File: src/rtl/mod_updown_counter_pkg.sv
// Shared constants, step encoding and a ceil-log2 helper for the modulo-N up/down counter.
package mod_updown_counter_pkg;

  localparam logic CNT_DIR_UP   = 1'b1;
  localparam logic CNT_DIR_DOWN = 1'b0;

  typedef enum logic [1:0] {
    STEP_HOLD,
    STEP_LOAD,
    STEP_UP,
    STEP_DOWN
  } step_e;

  // Bits needed to hold values 0..value-1; used for parameter checks.
  function automatic int clog2(input int value);
    int result;
    int remaining;
    result    = 0;
    remaining = value - 1;
    while (remaining > 0) begin
      result++;
      remaining = remaining >> 1;
    end
    return result;
  endfunction

endpackage

File: src/rtl/mod_updown_counter_if.sv
// Control/status bundle of the modulo-N counter.
// The ovf_clr/ovf_sticky pair exists only when MODCNT_STICKY_EN is defined.
interface mod_updown_counter_if #(
  parameter int WIDTH = 4
);

  logic             en;
  logic             up;
  logic             load;
  logic [WIDTH-1:0] load_val;
  logic [WIDTH-1:0] count;
  logic             tc;
  logic             wrap;
`ifdef MODCNT_STICKY_EN
  logic             ovf_clr;
  logic             ovf_sticky;
`endif

`ifdef MODCNT_STICKY_EN
  modport master (
    output en, up, load, load_val, ovf_clr,
    input  count, tc, wrap, ovf_sticky
  );

  modport slave (
    input  en, up, load, load_val, ovf_clr,
    output count, tc, wrap, ovf_sticky
  );
`else
  modport master (
    output en, up, load, load_val,
    input  count, tc, wrap
  );

  modport slave (
    input  en, up, load, load_val,
    output count, tc, wrap
  );
`endif

endinterface

File: src/rtl/mod_counter_next.sv
// Combinational next-state logic of the modulo-N counter: picks load/step/hold
// and flags the step that wraps around the count range.
module mod_counter_next
  import mod_updown_counter_pkg::*;
#(
  parameter int WIDTH   = 4,
  parameter int MODULUS = 16
) (
  input  logic [WIDTH-1:0] count,
  input  logic             up,
  input  logic             en,
  input  logic             load,
  input  logic [WIDTH-1:0] load_val,
  output logic [WIDTH-1:0] next_count,
  output logic             wrap_step
);

  localparam logic [WIDTH-1:0] MAX_VAL = WIDTH'(MODULUS - 1);
  localparam logic [WIDTH-1:0] ONE     = WIDTH'(1);
  localparam logic [WIDTH:0]   MOD_EXT = (WIDTH + 1)'(MODULUS);

  step_e step;
  logic  at_max;
  logic  at_zero;
  logic  out_of_range;
  logic  load_oor;

  // One extra bit so MODULUS == 2**WIDTH compares correctly.
  assign at_max       = (count == MAX_VAL);
  assign at_zero      = (count == '0);
  assign out_of_range = ({1'b0, count} >= MOD_EXT);
  assign load_oor     = ({1'b0, load_val} >= MOD_EXT);

  always_comb begin
    step = STEP_HOLD;
    if (load) begin
      step = STEP_LOAD;
    end else if (en) begin
      step = (up == CNT_DIR_UP) ? STEP_UP : STEP_DOWN;
    end
  end

  // An out-of-range count snaps to the wrap target so no illegal value is produced.
  always_comb begin
    next_count = count;
    wrap_step  = 1'b0;
    unique case (step)
      STEP_LOAD: next_count = load_oor ? MAX_VAL : load_val;
      STEP_UP: begin
        wrap_step  = at_max;
        next_count = (at_max || out_of_range) ? '0 : count + ONE;
      end
      STEP_DOWN: begin
        wrap_step  = at_zero;
        next_count = (at_zero || out_of_range) ? MAX_VAL : count - ONE;
      end
      default: begin
        next_count = count;
      end
    endcase
  end

endmodule

File: src/rtl/mod_updown_counter.sv
// Parametrised modulo-N up/down counter with load, terminal count and registered wrap pulse.
// Define MODCNT_STICKY_EN to add the ovf_sticky flag with its ovf_clr input.
module mod_updown_counter
  import mod_updown_counter_pkg::*;
#(
  parameter int WIDTH     = 4,
  parameter int MODULUS   = 16,
  parameter int RESET_VAL = 0
) (
  input  logic                clk,
  input  logic                rst,
  mod_updown_counter_if.slave bus
);

  localparam logic [WIDTH-1:0] MAX_VAL     = WIDTH'(MODULUS - 1);
  localparam logic [WIDTH-1:0] RESET_COUNT = WIDTH'(RESET_VAL);

  if (WIDTH < 1 || MODULUS < 2 || clog2(MODULUS) > WIDTH ||
      RESET_VAL < 0 || RESET_VAL >= MODULUS) begin : g_param_err
    $error("mod_updown_counter: illegal WIDTH/MODULUS/RESET_VAL combination");
  end

  logic [WIDTH-1:0] count_q;
  logic [WIDTH-1:0] count_d;
  logic [WIDTH-1:0] next_count;
  logic             wrap_q;
  logic             wrap_d;
  logic             wrap_step;

  mod_counter_next #(
    .WIDTH   (WIDTH),
    .MODULUS (MODULUS)
  ) u_next (
    .count      (count_q),
    .up         (bus.up),
    .en         (bus.en),
    .load       (bus.load),
    .load_val   (bus.load_val),
    .next_count (next_count),
    .wrap_step  (wrap_step)
  );

  always_comb begin
    count_d = next_count;
    wrap_d  = wrap_step;
  end

  always_ff @(posedge clk or negedge rst) begin
    if (!rst) begin
      count_q <= RESET_COUNT;
      wrap_q  <= 1'b0;
    end else begin
      count_q <= count_d;
      wrap_q  <= wrap_d;
    end
  end

  assign bus.count = count_q;
  assign bus.wrap  = wrap_q;
  assign bus.tc    = (bus.up == CNT_DIR_UP) ? (count_q == MAX_VAL) : (count_q == '0);

`ifdef MODCNT_STICKY_EN
  logic ovf_sticky_q;
  logic ovf_sticky_d;

  // A wrap at the same edge as a clear keeps the flag set.
  always_comb begin
    ovf_sticky_d = ovf_sticky_q;
    if (wrap_step) begin
      ovf_sticky_d = 1'b1;
    end else if (bus.ovf_clr) begin
      ovf_sticky_d = 1'b0;
    end
  end

  always_ff @(posedge clk or negedge rst) begin
    if (!rst) begin
      ovf_sticky_q <= 1'b0;
    end else begin
      ovf_sticky_q <= ovf_sticky_d;
    end
  end

  assign bus.ovf_sticky = ovf_sticky_q;
`endif

endmodule

File: src/flat_wrapper.sv
// flat-port wrapper written by rule: the top's interface ports become plain ports
module mod_updown_counter_flat import mod_updown_counter_pkg::*;
#(
  parameter int WIDTH     = 4,
  parameter int MODULUS   = 16,
  parameter int RESET_VAL = 0
)
  (clk, rst, bus_en, bus_up, bus_load, bus_load_val, bus_count, bus_tc, bus_wrap);
  mod_updown_counter_if #(.WIDTH(WIDTH)) bus_i ();
  input  logic clk;
  input  logic rst;
  input wire logic [$bits(bus_i.en)-1:0] bus_en;
  input wire logic [$bits(bus_i.up)-1:0] bus_up;
  input wire logic [$bits(bus_i.load)-1:0] bus_load;
  input wire logic [$bits(bus_i.load_val)-1:0] bus_load_val;
  output wire logic [$bits(bus_i.count)-1:0] bus_count;
  output wire logic [$bits(bus_i.tc)-1:0] bus_tc;
  output wire logic [$bits(bus_i.wrap)-1:0] bus_wrap;
  assign bus_i.en = bus_en;
  assign bus_i.up = bus_up;
  assign bus_i.load = bus_load;
  assign bus_i.load_val = bus_load_val;
  assign bus_count = bus_i.count;
  assign bus_tc = bus_i.tc;
  assign bus_wrap = bus_i.wrap;
  mod_updown_counter #(.WIDTH(WIDTH), .MODULUS(MODULUS), .RESET_VAL(RESET_VAL)) u_core (.clk(clk), .rst(rst), .bus(bus_i));
endmodule
File: config.mk
export PLATFORM = sky130hd
export DESIGN_NAME = mod_updown_counter_flat
export DESIGN_NICKNAME = d
export VERILOG_FILES = /design/src/rtl/mod_updown_counter_pkg.sv /design/src/rtl/mod_updown_counter_if.sv /design/src/rtl/mod_counter_next.sv /design/src/rtl/mod_updown_counter.sv /design/src/flat_wrapper.sv
export SDC_FILE = /design/constraint.sdc
export NUM_CORES = 1
export LEC_CHECK = 0
export CAP_MARGIN = 0
export CORE_AREA = 5 5 42 44
export DETAILED_ROUTE_END_ITERATION = 12
export DIE_AREA = 0 0 47 49
export SLEW_MARGIN = 0
export SYNTH_ARGS = -nofsm -noshare
export SYNTH_HDL_FRONTEND = slang
export SYNTH_SLANG_ARGS = --single-unit
File: constraint.sdc
create_clock -name clk -period 1.6 [get_ports clk]
set_clock_uncertainty 0.05 [all_clocks]
set_input_delay 0.32 -clock clk [delete_from_list [all_inputs] [get_ports clk]]
set_output_delay 0.32 -clock clk [all_outputs]
set_load 0.01 [all_outputs]
# After elaboration in Yosys (flattened, before gate mapping)
# Cells that the tools add are included.
# Widths: inputs -> output; s select.
# totals
reg_bits,5
in_bits,9
output_inout_bits,6
word_cells,18
# classes
addsub,2
n_eq_ne,4
muxes,8
reduce_logical,2
# ops
cell,n
$pmux 4 s3,1
$mux 4,2
$add 4x1->4 const B,1
$eq 2x2->1 const B,2
$eq 4x4->1 const B,1
$logic_not 4->1,1
$mux 2,2
$sub 4x1->4 const B,1
$reduce_bool 3->1,1
$eq 2x1->1 const B,1
$mux 1,2
$pmux 1 s2,1

# Longest topological paths before layout
# logic_depth
ltp_word,5
mapped_depth,6

# Cells and area by module
# From an unflattened synthesis, not the netlist that was laid out.
# unflattened
hier_cells,46
hier_area_um2,370.4
# modules_own_cells
mod,n_inst,cells_per_inst,area_each_um2
mod_counter_next,1,38,221.5
mod_updown_counter,1,8,148.9

# Worst setup path after synthesis
# Ideal clock, no wire load.
# synth_timing
path_kind,register to output
startpoint,"register u_core.count_q[0], in the netlist u_core.bus.count[0]"
endpoint,output port bus_tc
arrival_time_ns,1.298
t_required_ns,1.230
path_slack_ns,-0.068
stages_incl_launch_ff,5
path_buffers,0
cell_sequence,dfrtp_1 -> inv_1 -> ha_1 -> or3b_4 -> o21ai_2
# synth_via
elab_chain_len,2
# synth_rtl
element,line,rtl
from (decl),mod_updown_counter.sv:23,logic [WIDTH-1:0] count_q;
from (signal assigned),mod_updown_counter.sv:53,count_q <= count_d;
$eq 4x4->1 / $logic_not 4->1 (equally long branches),mod_updown_counter.sv:60,assign bus.tc = (bus.up == CNT_DIR_UP) ? (count_q == MAX_VAL) : (count_q == '0);
$mux 1 *,mod_updown_counter.sv:60,
to (decl),flat_wrapper.sv:17,output wire logic [$bits(bus_i.tc)-1:0] bus_tc;
# Every way passes the cells marked *; elsewhere a longest branch is shown, timed or not.

# Worst setup path after layout
# layout_timing
startpoint,"register u_core.count_q[1], in the netlist u_core.bus.count[1]"
endpoint,output port bus_tc
# The elaborated chain is that of the path after synthesis.

==> flow_summary.json <==
{
  "gp_congestion": 0.753,
  "worstMarginPinSlew_ns": 0.347,
  "die_x_um": 47,
  "finalSetupViolations": 2,
  "n_antenna_cell": 0,
  "crit_chain": "inv_2, ha_4, or3b_4, o21ai_4, buf_6",
  "fmax_ghz": 0.533,
  "arrival_ns": 1.51,
  "htreeDepth": 1,
  "pin_count": 15,
  "drv_slew": 0,
  "violations": "negative setup slack",
  "syn_avg_cell_area_um2": 8.55,
  "grt_first_pass_wirelength_um": 1820,
  "antenna_found_initial": 0,
  "synth-seq-area-share_pct": 29.9,
  "cts.clk_slew.worst_paths_ns": 0.05,
  "final_util_pct": 52.1,
  "cts-root-buf": "clkbuf_4",
  "dr.pass1.iters": 4,
  "rows": 14,
  "max_slew_margin_pct": 76.7,
  "routed_wl_um": 1210,
  "cts_buffer_depth": 2,
  "place_ws_ns": -0.609,
  "cts_buffers": 3,
  "max_cap_viol_count": 0,
  "rsz0062_at_grt": "true",
  "ant_nets": 0,
  "hold_viol": 0,
  "hold_class": "in -> async",
  "path_class": "reg -> out",
  "layout_min_cycle_time_ns": 1.88,
  "holdWs_ns": 0.256,
  "fin_nets": 88,
  "worstPathMaxFanout": 2,
  "numPortBuffers": 14,
  "cts_tree": "built",
  "startpoint_type": "flip-flop",
  "synth.distinct_cells": 24,
  "grtUsageTotal_pct": 11.1,
  "ys_ff_latch": 5,
  "worstSetupEndpointType": "output pin",
  "place_inst": 87,
  "dp_hpwl_um": 887,
  "peakVddDrop_v": 0.000352,
  "fillers": 147,
  "yosys_warnings": 0,
  "drc": 0,
  "final_cells": 92,
  "syn_nets": 60,
  "areaGrowthSynthToFinish_pct": 74.3,
  "clk_latency_ns": 0.25,
  "p_leak_uw": 0.000317,
  "grt-ovfl-total": 0,
  "grt_pass1_vias": 403,
  "status": "complete, but fails checks",
  "syn_area_um2": 419,
  "worst_slack_ns": -0.275,
  "core-area_um2": 1400,
  "fin_crit_sh_pct": 117,
  "critPathMaxStageDelay_ns": 0.40,
  "netlist_instances": 49,
  "dieHeight_um": 49,
  "cp_slowest_cell": "dfrtp_2",
  "num_vias": 431,
  "cellPowerDensity_nw_per_um2": 756,
  "cts_sinks": 5,
  "drt_iter0_drc": 5,
  "wl_per_cell_um": 13.2,
  "finalSetupTns_ns": -0.332,
  "vias_per_cell": 4.68,
  "required_ns": 1.23,
  "start_util_pct": 29.9,
  "die-area_um2": 2300,
  "drive_gt1_share_pct": 43.4,
  "grt_max_degree": 10
}
-- synthesized netlist by cell type --
library cell / n / area, um2
o211ai_1: 1 / 7.51
a311o_2: 1 / 11.3
o21ai_2: 1 / 8.76
or3b_4: 1 / 11.3
a21oi_1: 5 / 25.0
nand2b_1: 2 / 12.5
and2_1: 1 / 6.26
a221oi_2: 1 / 15.0
inv_1: 5 / 18.8
dfrtp_1: 5 / 125
nor3b_1: 1 / 7.51
nand2_1: 2 / 7.51
o21bai_1: 2 / 15.0
xnor2_1: 2 / 17.5
buf_2: 2 / 10.0
and4b_2: 1 / 11.3
o21ai_0: 4 / 20.0
nor2_1: 4 / 15.0
and3_2: 1 / 7.51
xor2_1: 1 / 8.76
a311oi_1: 1 / 8.76
ha_1: 2 / 25.0
a21oi_2: 2 / 17.5
nor2b_1: 1 / 6.26
-- worst paths after layout --
| check | start | endpoint | slack (ns) | depth (start not counted) |
|---|---|---|---|---|
| max in group asynchronous | rst | u_core.bus.count[0]$_DFFE_PN0P_ | 1.01 | 1 |
| worst max-delay path | u_core.bus.count[1]$_DFFE_PN0P_ | bus_tc | -0.28 | 5 |
| worst min register to register | u_core.bus.count[2]$_DFFE_PN0P_ | u_core.bus.wrap$_DFF_PN0_ | 0.61 | 2 |
| worst min-delay path | rst | u_core.bus.count[2]$_DFFE_PN0P_ | 0.26 | 1 |
| min in group clk | bus_load_val[0] | u_core.bus.count[0]$_DFFE_PN0P_ | 0.57 | 3 |
| worst max register to register | u_core.bus.count[1]$_DFFE_PN0P_ | u_core.bus.count[0]$_DFFE_PN0P_ | -0.06 | 8 |
-- critical path, delay by kind of cell (launching register included) --
kind / cells / cell delay (ns)
DFF: 1 / 0.40
and+or+nand+nor: 1 / 0.40
buffers and inverters: 2 / 0.19
AOI/OAI and AO/OA: 1 / 0.15
adders and majority gates: 1 / 0.12
-- routing by layer --
layer / GRT usage (%) / vias up / share of wire, %
met3: 5.54 / 0 / 8.0
met1: 13.5 / 188 / 43
met2: 17.2 / 16 / 49
met5: 0 / - / 0
met4: 2.76 / 0 / 0
li1: - / 227 / -
-- kinds of logic (layout without fill, tap and decap cells) --
group                      count (synthesis)  count (layout)  synth area share (%)
AOI/OAI and AO/OA                         18              18                  30.7
xor gates and xnor gates                   3               3                  6.27
adders and majority gates                  2               2                  5.97
buffers and inverters                      7              34                  6.87
DFF                                        5               5                  29.9
and+or+nand+nor                           14              14                  20.3
-- power by group --
group          internal (uW)  switching (uW)
clock                   95.1            63.4
sequential               142            11.9
combinational            130             110
total                    367             185
-- flip-flops by register name, indices dropped and copies added (netlist names) --
name	flops
u_core.bus.count	4
u_core.bus.wrap	1
-- placed cells by master, fill, tap and decap left out, types with 2 or more instances in the layout --
cell type        Yosys  routed
a21oi_1              5       4
a21oi_2              2       2
buf_4                0       9
buf_6                0       3
clkbuf_4             0       3
clkdlybuf4s50_1      0       9
dfrtp_1              5       2
dfrtp_2              0       3
dlygate4sd2_1        0       3
inv_1                5       3
inv_2                0       2
nand2b_1             2       2
nor2_1               4       4
o21ai_0              4       4
o21bai_1             2       2
xnor2_1              2       2
-- stage by stage --
step	area, um2	power (uW)
after floorplan	442	278
after global placement	667	383
after detailed placement	667	385
after CTS	697	546
after global routing	731	589
final	731	552
-- repair_timing --
item | in CTS | in global routing
pin swaps | 1 | 3
cloned | 0 | 0
setup buffers | 0 | 1
gates resized for setup | 10 | 7
endpoints found under the setup margin | 5 | 5
hold buffers | 0 | 0
-- layout make-up --
type                            count  area [um2]  share of cell area, %
Multi-Input combinational cell     37         307                   42.0
Tap cell                           16        20.0                   2.74
Sequential cell                     5         129                   17.6
Inverter                            5        18.8                   2.57
Timing Repair Buffer               25         230                   31.5
Clock buffer                        4        26.3                   3.60
No activity file was read; power rests on OpenSTA's default activity.
